## src/rtl/demux1_4_stream.sv

```systemverilog
// demux1_4_stream: 1-to-4 valid/ready stream demultiplexer.
// The first beat of a packet picks the output port from s_sel. The port stays
// locked until the beat carrying s_last has been accepted. Each output port is
// a single registered slice, so there is no combinational path from m_ready to
// m_valid.
// Optional feature: define DEMUX4_CNT_EN to get per-port accepted-beat counters
// on m_cnt. When it is undefined, m_cnt is tied to zero.
module demux1_4_stream #(
    parameter int DW = 8,
    parameter int CW = 16
) (
    input  logic            clk,
    input  logic            rst,
    input  logic            s_valid,
    output logic            s_ready,
    input  logic [1:0]      s_sel,
    input  logic [DW-1:0]   s_data,
    input  logic            s_last,
    output logic [3:0]      m_valid,
    input  logic [3:0]      m_ready,
    output logic [4*DW-1:0] m_data,
    output logic [3:0]      m_last,
    output logic            busy,
    output logic [4*CW-1:0] m_cnt
);

    typedef enum logic {IDLE = 1'b0, LOCK = 1'b1} state_t;

    state_t        state_reg, state_next;
    logic [1:0]    lock_port_reg, lock_port_next;
    logic [1:0]    target;
    logic [3:0]    free;
    logic [3:0]    load;
    logic          accept;
    logic [3:0]    vld_reg;
    logic [3:0]    last_reg;
    logic [DW-1:0] data_reg [4];

    // While a packet is open, s_sel is ignored and the locked port is used.
    assign target  = (state_reg == LOCK) ? lock_port_reg : s_sel;
    assign free    = ~vld_reg | m_ready;
    assign s_ready = ~rst & free[target];
    assign accept  = s_valid & s_ready;
    assign busy    = (state_reg == LOCK);
    assign m_valid = vld_reg;
    assign m_last  = last_reg;

    // Packet-lock state and locked port register.
    always_ff @(posedge clk or posedge rst) begin
        if (rst) begin
            state_reg     <= IDLE;
            lock_port_reg <= 2'd0;
        end else begin
            state_reg     <= state_next;
            lock_port_reg <= lock_port_next;
        end
    end

    // Next state: open on a non-final first beat, close on any accepted last beat.
    always_comb begin
        state_next     = state_reg;
        lock_port_next = lock_port_reg;
        if (accept) begin
            if (s_last) begin
                state_next = IDLE;
            end else if (state_reg == IDLE) begin
                state_next     = LOCK;
                lock_port_next = s_sel;
            end
        end
    end

    genvar gi;
    generate
        for (gi = 0; gi < 4; gi++) begin : g_slice
            assign load[gi] = accept & (target == 2'(gi));
            assign m_data[gi*DW +: DW] = data_reg[gi];

            // Output slice: load wins over drain, and payload changes only on load.
            always_ff @(posedge clk or posedge rst) begin
                if (rst) begin
                    vld_reg[gi]  <= 1'b0;
                    last_reg[gi] <= 1'b0;
                    data_reg[gi] <= '0;
                end else if (load[gi]) begin
                    vld_reg[gi]  <= 1'b1;
                    last_reg[gi] <= s_last;
                    data_reg[gi] <= s_data;
                end else if (m_ready[gi]) begin
                    vld_reg[gi]  <= 1'b0;
                end
            end
        end
    endgenerate

`ifdef DEMUX4_CNT_EN
    logic [CW-1:0] cnt_reg [4];

    generate
        for (gi = 0; gi < 4; gi++) begin : g_cnt
            assign m_cnt[gi*CW +: CW] = cnt_reg[gi];

            // Count beats handed to the consumer; the count wraps naturally at 2^CW.
            always_ff @(posedge clk or posedge rst) begin
                if (rst) begin
                    cnt_reg[gi] <= '0;
                end else if (vld_reg[gi] & m_ready[gi]) begin
                    cnt_reg[gi] <= cnt_reg[gi] + CW'(1);
                end
            end
        end
    endgenerate
`else
    assign m_cnt = '0;
`endif

endmodule

```

## config.mk

```make
export PLATFORM = sky130hd
export DESIGN_NAME = demux1_4_stream
export DESIGN_NICKNAME = d
export VERILOG_FILES = /design/src/rtl/demux1_4_stream.sv
export SDC_FILE = /design/constraint.sdc
export NUM_CORES = 1
export LEC_CHECK = 0
export ABC_AREA = 1
export BUFFER_PORTS_ARGS = -buffer_cell sky130_fd_sc_hd__buf_4
export CAP_MARGIN = 20
export CORE_MARGIN = 8
export CORE_UTILIZATION = 50
export CTS_CLUSTER_DIAMETER = 100
export DETAILED_ROUTE_END_ITERATION = 10
export GPL_TIMING_DRIVEN = 1
export PLACE_DENSITY = 0.86
export SLEW_MARGIN = 40
export SYNTH_ARGS = -nofsm -noshare
export SYNTH_HDL_FRONTEND = slang
export SYNTH_SLANG_ARGS = --single-unit
export TNS_END_PERCENT = 10
```

## constraint.sdc

```tcl
create_clock -name clk -period 4.59 [get_ports clk]
set_input_delay 0 -clock clk [delete_from_list [all_inputs] [get_ports clk]]
set_output_delay 0 -clock clk [all_outputs]
set_load 0.01 [all_outputs]
```

* After elaboration in Yosys (flattened, before gate mapping)
Cells that the tools add are included.
** Storage, ports and cells
- Register bits :: 43
- Bits in latches :: 0
- Memory bits (writable) :: 0
- Bits in read-only memories :: 0
- Bits of input ports :: 18
- Output and inout port bits :: 106
- Memories :: 0
** Operators by class
- Add/sub/neg operators :: 0
- Multiply operators :: 0
- Divide/modulo/power cells :: 0
- $lt $le $gt $ge :: 1
- Equality and inequality tests :: 3
- Shift-type cells :: 0
- Multiplexer cells :: 12
- Bitwise logic cells :: 10
- Reduce and logical (&&, ||, !) cells :: 6
** Operators by type and width (count)
- 1-bit 2-to-1 mux :: 10
- 2-bit nonzero test :: 4
- 1-bit AND :: 6
- 2-bit equality test, second input constant :: 2
- 4-bit NOT :: 1
- 4-bit bitwise OR :: 1
- 2-bit by 3-bit < comparator with 1-bit output, second input constant :: 1
- 1-bit binary-select mux with 2-bit select :: 1
- 2-bit by 1-bit equality test with 1-bit output, second input constant :: 1
- 2-bit zero test :: 1
- 2-bit 2-to-1 mux :: 1
- 1-bit NOT :: 2
- 2-bit AND reduction :: 1

* Logic depth before layout (Yosys ltp)
- Depth after elaboration :: 8
- Depth in mapped cells :: 10
- Gate-level depth less buffers :: 9

* Least setup slack after synthesis
No wires, ideal clock.
- Path type :: input port to flip-flop
- Start :: input port rst
- End :: register data_reg (netlist bit m_data[24])
- Library setup time :: 0.118 ns
- Arrival time :: 1.761 ns
- Path slack :: 2.711 ns
- Stages on the path :: 6
- Path buffers :: 0
- Cells stage by stage :: inv_1 -> nand2_1 -> nor2_8 -> nand4_4 -> nand2_1 -> nand2_1
** Between the ends
- Word-level cells in the longest chain between the ends :: 4
** Ends and longest elaborated chain
- start: declaration :: line 13 : input logic rst,
- 1-bit NOT :: line 42 : assign s_ready = ~rst & free[target];
- 1-bit AND :: line 42
- 1-bit AND :: line 43 : assign accept = s_valid & s_ready;
- 1-bit AND :: line 76 : assign load[gi] = accept & (target == 2'(gi));
- end signal: indexed assignment :: line 88 : data_reg[gi] <= s_data;
- end: declaration :: line 37 : logic [DW-1:0] data_reg [4];
Every way passes these cells.
A chain may end at the register's enable or synchronous reset.

* Final worst setup path
- Start :: input port rst
- End :: output port s_ready
** Between the ends
- Word-level cells in the longest chain between the ends :: 2
** Ends and longest elaborated chain
- 1-bit NOT :: line 42
- 1-bit AND :: line 42
- end: declaration :: line 15 : output logic s_ready,
Every way passes these cells.

==> impl_metrics.csv <==
group,metric,value,unit
sta,clock-skew-final,0.00646,ns
layout,mostFrequentLayoutCells,"nand2_1 (89), conb_1 (64), buf_4 (60)",
logic_synthesis,post_synth_inst_count,286,
worst_setup_path,crit_path_start,"rst",
global_route,initial_antenna_violation_count,0,
clocking,total_clock_buffers_created_by_cts,5,
die,horiz_die_dim,86.7,um
die,i_o_pin_cnt,124,
worst_setup_path,crit_buf_inv,5,
logic_synthesis,ys_seq_elements,43,
routing,drt-wirelength-per-cell,15.1,um
routing,dr_total_vias,1976,
logic_synthesis,post_synth_xor_area_fraction,0,
layout,layout-drive-gt1-share,0.245,
sta,setup_viol_count_final,0,
routing,drt_drc_violations_left,0,
placement,place_hpwl,4710,um
worst_setup_path,path_class,"input pin to output port",
pwr,p_leak,1.62,nW
worst_setup_path,timing.critical_path.mode_cell,"buf_4",
sta,min_period_over_period,0.502,
logic_synthesis,post_synth_fa_ha_maj_area_fraction,0,
clocking,clock_sink_count,43,
placement,total_of_buffers_placed_on_input_and_output_ports,59,
worst_setup_path,cell_family_contributing_the_most_delay_on_the_critical_path,"buffers and inverters",
clocking,cts_htree_levels,2,
sta,hold_viol,0,
worst_setup_path,cp_data_required_time,4.59,ns
routing,avgViaCountPerCell,4.68,
worst_setup_path,timing.critical_path.cells,"dlygate4sd3_1 > buf_4 > inv_1 > buf_4 > nand3_1 > nor2_4 > buf_4",
sta,slew_viol_final,0,
status,run_status,"complete, no violations",
logic_synthesis,synth-seq-area-share,0.431,
routing,firstDrtPassIters,5,
worst_hold_path,hp-class,"input pin to flop",
worst_setup_path,r2r_path_start,"busy",
logic_synthesis,largest_family_of_logic_cells_by_synthesized_area,"simple AND/OR/NAND/NOR gates",
sta,setup_repair_after_global_routing_missed_its_margin,"false",
sta,peak_freq,0.434,GHz
die,fp.coreArea,4790,um2
clocking,clock_tree_from_tritoncts,"done",
logic_synthesis,synth_top_area_share,0.431,
sta,final.setup.worst_slack,2.29,ns
logic_synthesis,post_synth_and_or_nand_nor_area_fraction,0.320,
global_route,grt_use_total,0.167,
layout,num-nets-final,372,
sta,hold_slack,0.00428,ns
logic_synthesis,synth_area_in_compound_gates,0.00802,
logic_synthesis,synth_top_area_cell,"dfrtp_1",
worst_setup_path,setup.worst_path.start_class,"input pin",
clocking,clk_pin_slew,0.08,ns
logic_synthesis,synth_cell_types,21,
layout,layout-area-overhead-vs-synth,17.9,%
pwr,power.ir.vdd_worst,0.253,mV
die,floorplan.die.height,86.7,um
global_route,maximum_number_of_pins_on_one_net_before_global_route_repair,46,
layout,antennaDiodeCount,0,
logic_synthesis,synthTopCellsByArea,"dfrtp_1 (43%), buf_4 (19%), nand2_1 (13%), nand4_1 (9.8%), nand4_4 (3.4%)",
pwr,pwr_density_cell,527,nW/um2
die,floorplan.die_area,7510,um2
logic_synthesis,post_synth.cell_area_avg,8.73,um2
routing,dr.first_iter.drc_count,135,
layout,layout.filler_cells,433,
flow_run,drv_cap,0,
global_route,grt_overflow,0,
global_route,grt_pass1_wl,9960,um
sta,relSlewSlack,0.461,
placement,place_ws,2.60,ns
worst_setup_path,worst_path_largest_cell_delay,0.65,ns
logic_synthesis,muxShareOfSynthArea,0,
routing,postRouteWirelength,6370,um
worst_setup_path,crit_slowest_cell,"nor2_4",
sta,tightestPinTransition,0.806,ns
layout,largest_register_ffs,32,
layout,layout.cells.most_common,"nand2_1",
worst_hold_path,hp-start,"s_data[3]",
clocking,insertion_delay,0.30,ns
die,cell_rows,25,
worst_setup_path,cp_data_arrival_time,2.30,ns
clocking,cts_resized,0,
logic_synthesis,synth.yosys.warnings,0,
sta,post-route-min-period,2.30,ns
routing,postRouteAntennaNets,0,
sta,setup_tns,0,ns
die,initial_core_util,0.522,
clocking,cts_max_path_buffers,2,
placement,gp_routability_congestion,0.874,
logic_synthesis,post_synthesis_instance_area,2500,um2
global_route,grt_pass1_vias,1976,
worst_setup_path,timing.critical_path.fanout_max,45,
worst_setup_path,worstSetupEndpointType,"output port",
clocking,root_buffer,"clkbuf_8",
## layer usage
metal | GRT usage | wire [um]
met1 | 0.196 | 2430
met2 | 0.277 | 3210
met3 | 0.0463 | 592
met4 | 0.0751 | 137
met5 | 0 | 0
## tightest hold or removal path, cell delays in order
cell     delay (ns)
buf_4          0.13
nand4_1        0.08
nand2_1        0.05
## path summary, 6_finish.rpt
path | to | slack [ns] | cells past startpoint
setup / recovery | s_ready | 2.29 | 7
hold / removal | m_data[3] | 0.004 | 3
setup reg to reg | m_data[29] | 2.57 | 8
hold reg to reg | m_data[10] | 0.48 | 2
max in group asynchronous | m_data[23] | 3.80 | 4
min in group asynchronous | m_data[13] | 0.41 | 4
## where the power goes
| group | internal, mW | total (mW) | switching, mW |
|---|---|---|---|
| Sequential | 0.534 | 0.629 | 0.0943 |
| Combinational | 0.278 | 0.630 | 0.352 |
| Clock | 0.162 | 0.294 | 0.132 |
| Total | 0.974 | 1.55 | 0.578 |
## logic make-up (layout without fill, tap and decap cells)
group	count (synthesis)	count (layout)
other	1	64
buffers and inverters	87	93
AOI/OAI and AO/OA	4	4
DFF	43	43
and+or+nand+nor	151	151
## synthesized netlist by cell type (all sizes together)
library cell	number
clkbuf	4
conb	1
dfrtp	43
buf	69
nand4	43
clkinv	1
nand3	5
nand2	94
inv	13
o21ai	4
nor2	9
## timing repair
action | CTS | global route
hold buffers | 11 | 0
setup buffers | 0 | 0
hold endpoints to repair | 57 | 0
## layout make-up
class                           instances  area [um2]  area share
Sequential cell                        43        1080       0.365
Multi-Input combinational cell        219        1060       0.360
Timing Repair Buffer                   71         561       0.190
Tap cell                               67        83.8      0.0285
Clock buffer                            5        68.8      0.0234
Inverter                               14        52.6      0.0178
Clock inverter                          3        43.8      0.0149
## metrics by stage
stage / util / cell area, um2 / power [mW] / std cells
5_1_grt: 0.615 / 2950 / 1.66 / 422
2_1_floorplan: - / 2730 / 0.966 / 349
4_1_cts: 0.615 / 2950 / 1.57 / 422
3_3_place_gp: 0.569 / 2720 / 1.24 / 403
3_5_place_dp: 0.569 / 2720 / 1.26 / 403
6_report: 0.615 / 2950 / 1.55 / 422
(Power assumes the default switching activity.)
